==> config.mk <==
export PLATFORM = sky130hd
export DESIGN_NAME = safecrack_lock_n
export DESIGN_NICKNAME = d
export VERILOG_FILES = /design/src/rtl/safecrack_lock_n.sv
export SDC_FILE = /design/constraint.sdc
export NUM_CORES = 1
export LEC_CHECK = 0
export CAP_MARGIN = 0
export CORE_MARGIN = 2
export CORE_UTILIZATION = 57
export CTS_BUF_LIST = sky130_fd_sc_hd__clkbuf_16
export CTS_CLUSTER_SIZE = 16
export DETAILED_ROUTE_END_ITERATION = 12
export DONT_BUFFER_PORTS = 1
export GPL_TIMING_DRIVEN = 0
export PLACE_DENSITY = 0.72
export RECOVER_POWER = 100
export SLEW_MARGIN = 20
export SYNTH_ARGS = -nofsm -noshare
export SYNTH_HDL_FRONTEND = slang
export SYNTH_SLANG_ARGS = --single-unit
export TNS_END_PERCENT = 100
==> constraint.sdc <==
create_clock -name clk -period 2.47 [get_ports clk]
set_input_delay 0.741 -clock clk [delete_from_list [all_inputs] [get_ports clk]]
set_output_delay 0.741 -clock clk [all_outputs]
set_load 0.05 [all_outputs]
==> src/rtl/safecrack_lock_n.sv <==
// N-button combination-lock controller with runtime code, ms-configured holds.
// Optional consecutive-failure lockout enabled by defining SAFECRACK_LOCKOUT_EN.
module safecrack_lock_n #(
  parameter int unsigned N_BTN     = 3,
  parameter int unsigned CODE_LEN  = 3,
  parameter int unsigned CLK_HZ    = 50_000_000,
  parameter int unsigned ERR_MS    = 3000,
  parameter int unsigned OK_MS     = 5000,
  parameter int unsigned MAX_FAILS = 3,
  parameter int unsigned LOCK_MS   = 30000,
  localparam int unsigned DW       = (N_BTN > 2) ? $clog2(N_BTN) : 1,
  localparam int unsigned FW       = $clog2(MAX_FAILS + 1)
) (
  input  logic                     clk,
  input  logic                     rst,
  input  logic [N_BTN-1:0]         btn_n,
  input  logic [CODE_LEN*DW-1:0]   code_i,
  output logic [CODE_LEN-1:0]      progress,
  output logic                     led_red,
  output logic                     unlocked,
  output logic                     locked_out,
  output logic [FW-1:0]            fail_cnt
);

  localparam int unsigned MS_CYC  = CLK_HZ / 1000;
  localparam int unsigned ERR_CYC = ERR_MS * MS_CYC;
  localparam int unsigned OK_CYC  = OK_MS * MS_CYC;
`ifdef SAFECRACK_LOCKOUT_EN
  localparam int unsigned LOCK_CYC = LOCK_MS * MS_CYC;
  localparam int unsigned MAX_EO   = (ERR_CYC > OK_CYC) ? ERR_CYC : OK_CYC;
  localparam int unsigned MAX_HOLD = (LOCK_CYC > MAX_EO) ? LOCK_CYC : MAX_EO;
`else
  localparam int unsigned MAX_HOLD = (ERR_CYC > OK_CYC) ? ERR_CYC : OK_CYC;
`endif
  localparam int unsigned TW = (MAX_HOLD > 1) ? $clog2(MAX_HOLD) : 1;
  localparam int unsigned PW = (CODE_LEN > 1) ? $clog2(CODE_LEN) : 1;

  // Elaboration-time sanity on parameters, including 32-bit hold overflow.
  if (N_BTN < 2 || CODE_LEN < 1 || MAX_FAILS < 1 || ERR_CYC == 0 || OK_CYC == 0 ||
      64'(ERR_MS) * 64'(MS_CYC) > 64'hFFFF_FFFF ||
      64'(OK_MS) * 64'(MS_CYC) > 64'hFFFF_FFFF ||
      64'(LOCK_MS) * 64'(MS_CYC) > 64'hFFFF_FFFF) begin : g_bad_param
    $error("safecrack_lock_n: illegal parameter combination");
  end

  typedef enum logic [1:0] {
    ST_ENTRY   = 2'd0,
    ST_ERROR   = 2'd1,
    ST_SUCCESS = 2'd2,
    ST_LOCKOUT = 2'd3
  } state_t;

  state_t                    r_state;
  logic [PW-1:0]             r_pos;
  logic [TW-1:0]             r_timer;
  logic [FW-1:0]             r_fail;
  logic [N_BTN-1:0]          r_btn_prev;
  logic [CODE_LEN*DW-1:0]    r_code_q;

  logic [N_BTN-1:0]          w_btn_pos;
  logic [N_BTN-1:0]          w_edge;
  logic                      w_any_edge;
  logic [DW-1:0]             w_exp_digit;
  logic [N_BTN-1:0]          w_exp_onehot;
  logic                      w_hit;
  logic                      w_last;
  logic [FW-1:0]             w_fail_inc;
  logic [CODE_LEN-1:0]       w_prog_dec;

  assign w_btn_pos  = ~btn_n;
  assign w_edge     = w_btn_pos & ~r_btn_prev;
  assign w_any_edge = |w_edge;
  assign w_last     = (r_pos == PW'(CODE_LEN - 1));
  assign w_fail_inc = (r_fail == FW'(MAX_FAILS)) ? r_fail : r_fail + FW'(1);

  // Digit 0 tracks code_i live; later digits come from the snapshot.
  always_comb begin
    w_exp_digit = code_i[DW-1:0];
    for (int k = 0; k < CODE_LEN; k++) begin
      if (r_pos == PW'(k)) w_exp_digit = r_code_q[k*DW +: DW];
    end
    if (r_pos == '0) w_exp_digit = code_i[DW-1:0];
  end

  // Out-of-range digit indices decode to zero, so any edge then fails.
  always_comb begin
    w_exp_onehot = '0;
    for (int i = 0; i < N_BTN; i++) begin
      w_exp_onehot[i] = (w_exp_digit == DW'(i));
    end
  end

  assign w_hit = (w_edge == w_exp_onehot);

  always_comb begin
    w_prog_dec = '0;
    if (r_state == ST_SUCCESS) begin
      w_prog_dec = '1;
    end else if (r_state == ST_ENTRY) begin
      for (int i = 0; i < CODE_LEN; i++) begin
        w_prog_dec[i] = (r_pos > PW'(i));
      end
    end
  end

  // State machine; outputs are registered decodes of the current state.
  always_ff @(posedge clk) begin
    if (rst) begin
      r_state    <= ST_ENTRY;
      r_pos      <= '0;
      r_timer    <= '0;
      r_fail     <= '0;
      r_btn_prev <= '0;
      r_code_q   <= '0;
      progress   <= '0;
      led_red    <= 1'b0;
      unlocked   <= 1'b0;
      fail_cnt   <= '0;
`ifdef SAFECRACK_LOCKOUT_EN
      locked_out <= 1'b0;
`endif
    end else begin
      r_btn_prev <= w_btn_pos;
      progress   <= w_prog_dec;
      led_red    <= (r_state == ST_ERROR) || (r_state == ST_LOCKOUT);
      unlocked   <= (r_state == ST_SUCCESS);
      fail_cnt   <= r_fail;
`ifdef SAFECRACK_LOCKOUT_EN
      locked_out <= (r_state == ST_LOCKOUT);
`endif
      case (r_state)
        ST_ENTRY: begin
          if (r_pos == '0) r_code_q <= code_i;
          if (w_any_edge) begin
            if (w_hit) begin
              if (w_last) begin
                r_state <= ST_SUCCESS;
                r_pos   <= '0;
                r_fail  <= '0;
                r_timer <= TW'(OK_CYC - 1);
              end else begin
                r_pos <= r_pos + PW'(1);
              end
            end else begin
              r_pos  <= '0;
              r_fail <= w_fail_inc;
`ifdef SAFECRACK_LOCKOUT_EN
              if (w_fail_inc == FW'(MAX_FAILS)) begin
                r_state <= ST_LOCKOUT;
                r_timer <= TW'(LOCK_CYC - 1);
              end else begin
                r_state <= ST_ERROR;
                r_timer <= TW'(ERR_CYC - 1);
              end
`else
              r_state <= ST_ERROR;
              r_timer <= TW'(ERR_CYC - 1);
`endif
            end
          end
        end
        default: begin
          // Hold states ignore buttons and count down to ENTRY.
          if (r_timer == '0) begin
            r_state <= ST_ENTRY;
            r_pos   <= '0;
`ifdef SAFECRACK_LOCKOUT_EN
            if (r_state == ST_LOCKOUT) r_fail <= '0;
`endif
          end else begin
            r_timer <= r_timer - TW'(1);
          end
        end
      endcase
    end
  end

`ifndef SAFECRACK_LOCKOUT_EN
  assign locked_out = 1'b0;
`endif

endmodule

**After elaboration in Yosys (flattened, before gate mapping)**

Cells that the tools add are included.

- Add/subtract/negate cells: 3
- Magnitude comparators: 3
- Equality and inequality tests: 14
- Mux-type cells: 22
- Bitwise gates (word level): 3
- Reductions and logical operators: 12

Operator list:

| operator | count |
|---|---|
| $mux W28 | 5 |
| $mux W2 | 15 |
| $logic_not A28 Y1 | 1 |
| $sub A28 B1 Y28 const B | 1 |
| $eq A2 B2 Y1 const B | 5 |
| $eq A2 B1 Y1 const B | 3 |
| $logic_not A2 Y1 | 3 |
| $mux W3 | 2 |
| $ne A2 B2 Y1 const B | 3 |
| $not A3 Y3 | 2 |
| $reduce_and A3 Y1 | 2 |
| $add A2 B1 Y2 const B | 2 |
| $gt A2 B1 Y1 const B | 2 |
| $reduce_and A2 Y1 | 2 |
| $reduce_and A4 Y1 | 1 |
| $and A3 B3 Y3 | 1 |
| $eq A3 B3 Y1 | 1 |
| $ne A3 B3 Y1 const B | 1 |
| $reduce_or A3 Y1 | 1 |
| $gt A2 B2 Y1 const B | 1 |
| $ne A2 B1 Y1 const B | 1 |
| $reduce_bool A2 Y1 | 1 |
| $logic_or A1 B1 Y1 | 1 |

- Register bits: 50
- Output and inout port bits: 8
- Logic and storage cells: 67

**Longest topological paths before layout**

- Word-level depth: 9
- Depth in mapped cells: 9
- Depth with buffers taken out: 8

**Worst setup path before layout**

No wires, ideal clock.

- Path kind: input-to-reg
- Start: input port code_i[1]
- End: register r_timer[23]
- Data arrival time: 2.333 ns
- Data required time: 2.396 ns
- Setup slack: 0.063 ns
- Cell stages on the path: 6
- Buffers on the path: 0
- Cells stage by stage: mux2i_1 -> o22ai_1 -> a22oi_1 -> nor2_1 -> or4_1 -> a31oi_1

- Cells in the longest elaborated chain, start to end: 8
- Elaborated cells on any way between the ends: 12
- Those cells by class: 4 x eq/ne; 6 x mux; 2 x reduce/logical

RTL lines:

| item | line | text |
|---|---|---|
| from (decl) | 17 | `input logic [CODE_LEN*DW-1:0] code_i,` |
| $mux W2 (2 in a row) | 80 | `if (r_pos == PW'(k)) w_exp_digit = r_code_q[k*DW +: DW];` |
| $mux W2 (*) | 82 | `if (r_pos == '0) w_exp_digit = code_i[DW-1:0];` |
| $eq A2 B1 Y1, or another cell as far along | 89 | `w_exp_onehot[i] = (w_exp_digit == DW'(i));` |
| $eq A3 B3 Y1 (*) | 93 | `assign w_hit = (w_edge == w_exp_onehot);` |
| $mux W28 | 135 | `if (w_hit) begin` |
| $mux W28 | 134 | `if (w_any_edge) begin` |
| $mux W28 | 131 | `case (r_state)` |
| to (signal assigned) | 140 | `r_timer <= TW'(OK_CYC - 1);` |
| to (signal assigned) | 157 | `r_timer <= TW'(ERR_CYC - 1);` |
| to (signal assigned) | 171 | `r_timer <= r_timer - TW'(1);` |
| to (decl) | 55 | `logic [TW-1:0] r_timer;` |

Mark *: on every way between the ends. The rest lies on a longest branch, timed or not. The select of a mux whose other input is x is not followed.
A chain may end at the register's enable or synchronous reset.

**Worst setup path after layout**

- Start: register r_timer[6]
- End: register r_timer[17]

- Cells in the longest elaborated chain, start to end: 3
- Elaborated cells on any way between the ends: 6
- Those cells by class: 1 x add/sub; 1 x eq/ne; 2 x mux; 2 x reduce/logical

RTL lines:

| item | line |
|---|---|
| $sub A28 B1 Y28 / $logic_not A28 Y1 (equally long branches) | 171, 164 |
| $mux W28 / $ne A2 B2 Y1 (equally long branches) | -- |
| $mux W28 / $reduce_and A3 Y1 (equally long branches) | -- |

Parallel ways exist; a longest one is shown, timed or not. The select of a mux whose other input is x is not followed.

==> reports/qor.csv <==
metric;value;unit
status;finished with violations;
diodes;0;
route.vias.total;2705;
met2_length;3.34;mm
fin_crit_sh;1.02;
worstSetupPathType;reg2reg;
worstSetupEndpointType;flop;
skew;0.00693;ns
drcViolationCount;0;
dp_hpwl;4.84;mm
clock_sinks;48;
drtPass1Iterations;4;
routed_via_density;6.95;
fmax;397;MHz
yosysWarnings;0;
cts-root-buf;clkbuf_16;
layout_min_cycle_time;2.52;ns
slew-limit-headroom;0.501;
cts_buffer_depth;2;
drt_wl_total;7.52;mm
post-route-util;0.710;
cap_violations;0;
cp-start-kind;flop;
rsz0062_at_grt;yes;
final_common_cell;dfxtp_1;
wl_met1;3.41;mm
async_flop_share;0;
worst-endpoint-arrival;2.70;ns
core_area;4440;µm²
gp_routability_congestion;0.892;
start_util;0.601;
avgSynthCellArea;8.37;µm²
drt_iter0_markers;253;
grt_antenna_before_repair;0;
die_w;72.5;µm
stdcell_count;389;
drive_gt1_frac;0.211;
clock_latency;0.29;ns
dp.cells;371;
grt_pass1_vias;2404;
cts_tree;yes;
p_per_area;737;nW/µm²
hp-class;reg2reg;
cts_buffers;5;
grt_first_pass_wirelength;12.0;mm
wl_met3;646;µm
ir_drop;0.000343;V
layout_common_cells;45 x dfxtp_1, 26 x nor2_1, 21 x a21oi_1;
grt_max_degree;16;
drv_slew;0;
leakage;1.17;nW
cp_data_required_time;2.65;ns
avgRoutedWirePerCell;19.3;µm
yosys_most_used_dff;dfxtp_1;
tightest_slew;0.743;ns
fin_ws;-0.0507;ns
cts_max_level;2;
top_layer_used;met4;
cp_max_fo;6;
dpl_worst_slack;-0.362;ns
rows;24;
yosysUniqueCellTypes;55;
violations;negative setup slack;
grt_usage;0.296;
netlist_area;2670;µm²
report.final.hold_viol_count;0;
ant_nets;0;
finalSetupViolCount;4;
ys_ff_latch;48;
synthesis.nets;333;
port_buffers;0;
syn-instance-count;319;
finalNetCount;350;
yosysSeqAreaShare;0.360;
postCtsHoldBufs;0;
die_area;5250;µm²
synth_edf_count;0;
dieHeight;72.5;µm
io_pins;19;
area_growth;18.2;%
clk_pin_slew_worst_paths;0.07;ns
overflow;0;
-- cell type report --
cell class                 count  area [µm²]
fill                         344        1290
buffer                        15        95.1
multi-input combinational    246        1740
clock buffer                   5         125
sequential                    48         965
inverter                       8        30.0
tap                           52        65.1
timing repair buffer          12        97.6
clock inverter                 3        42.5
-- metal layers --
layer	track usage	up-vias
met1	0.418	1315
met5	0	-
met3	0.0611	12
li1	-	1261
met2	0.460	117
met4	0.0844	0
-- power breakdown --
part	internal, mW	total, mW	switching (mW)
Sequential	0.854	0.949	0.0952
Clock	0.476	0.776	0.301
Combinational	0.248	0.601	0.353
-- cell families (layout without fill, tap and decap cells) --
kind of cell,count (synthesis),in the layout,share of synthesized area
fa+ha+maj,3,3,0.0141
mux,16,16,0.0614
flops,48,48,0.360
simple gates,134,134,0.288
buf+inv,26,43,0.0450
compound gates,91,92,0.231
other cells,1,1,0.00140
-- cells in the mapped netlist, drive strengths merged, types with 2 or more instances --
| library cell | number | area [µm²] |
|---|---|---|
| a211oi | 2 | 15.0 |
| a21oi | 23 | 115 |
| a22oi | 2 | 15.0 |
| a311oi | 2 | 17.5 |
| a31oi | 9 | 56.3 |
| buf | 6 | 45.0 |
| clkbuf | 12 | 45.0 |
| dfxtp | 48 | 961 |
| ha | 3 | 37.5 |
| inv | 8 | 30.0 |
| mux2 | 3 | 33.8 |
| mux2i | 13 | 130 |
| nand2 | 12 | 45.0 |
| nand2b | 7 | 43.8 |
| nand3 | 9 | 45.0 |
| nand4 | 5 | 31.3 |
| nand4b | 2 | 17.5 |
| nor2 | 28 | 105 |
| nor2b | 3 | 18.8 |
| nor3 | 16 | 80.1 |
| nor3b | 2 | 15.0 |
| nor4 | 7 | 56.3 |
| o211a | 3 | 30.0 |
| o21ai | 17 | 85.1 |
| o21bai | 4 | 30.0 |
| o22ai | 5 | 31.3 |
| o31a | 2 | 17.5 |
| o31ai | 7 | 52.6 |
| o41ai | 3 | 26.3 |
| or2 | 5 | 31.3 |
| or3 | 19 | 129 |
| or3b | 5 | 43.8 |
| or4 | 11 | 82.6 |
-- sequential cells by signal, summed over array words and instances (netlist names) --
signal      cells
fail_cnt        2
led_red         1
progress        3
r_btn_prev      3
r_code_q        4
r_fail          2
r_pos           2
r_state         2
r_timer        28
unlocked        1
-- worst paths after layout --
| path | from | to | slack (ns) | cells after the start |
|---|---|---|---|---|
| worst max-delay path | r_timer[6] | r_timer[17] | -0.05 | 8 |
| worst min-delay path | r_timer[7] | r_timer[7] | 0.49 | 2 |
| worst max register to register | r_timer[6] | r_timer[17] | -0.05 | 8 |
| worst min register to register | r_timer[7] | r_timer[7] | 0.49 | 2 |
-- repair_timing --
item	CTS	global route
setup endpoints to repair	29	27
resized for setup	23	20
cloned	3	0
pin swaps	1	4
buffers inserted	7	3
-- critical path, stage by stage (launching register included) --
cell and delay (ns):
dfxtp_2 0.32, or3_4 0.40, or3_4 0.38, or4_4 0.53, buf_6 0.16, o211ai_4 0.13, buf_6 0.18, a31oi_1 0.05
o221a_1 0.25
-- metrics by stage --
step                      TNS [ns]  instance area (µm²)  hold WS (ns)  power [mW]
after floorplan                  0                 2670         0.436        1.32
after global placement       -6.82                 2740         0.464        1.43
after detailed placement     -6.75                 2740         0.476        1.45
after CTS                  -0.0123                 3080         0.486        2.27
after global routing        -0.435                 3160         0.502        2.42
final                      -0.0979                 3160         0.488        2.33
Power figures use the tool's default switching activity.
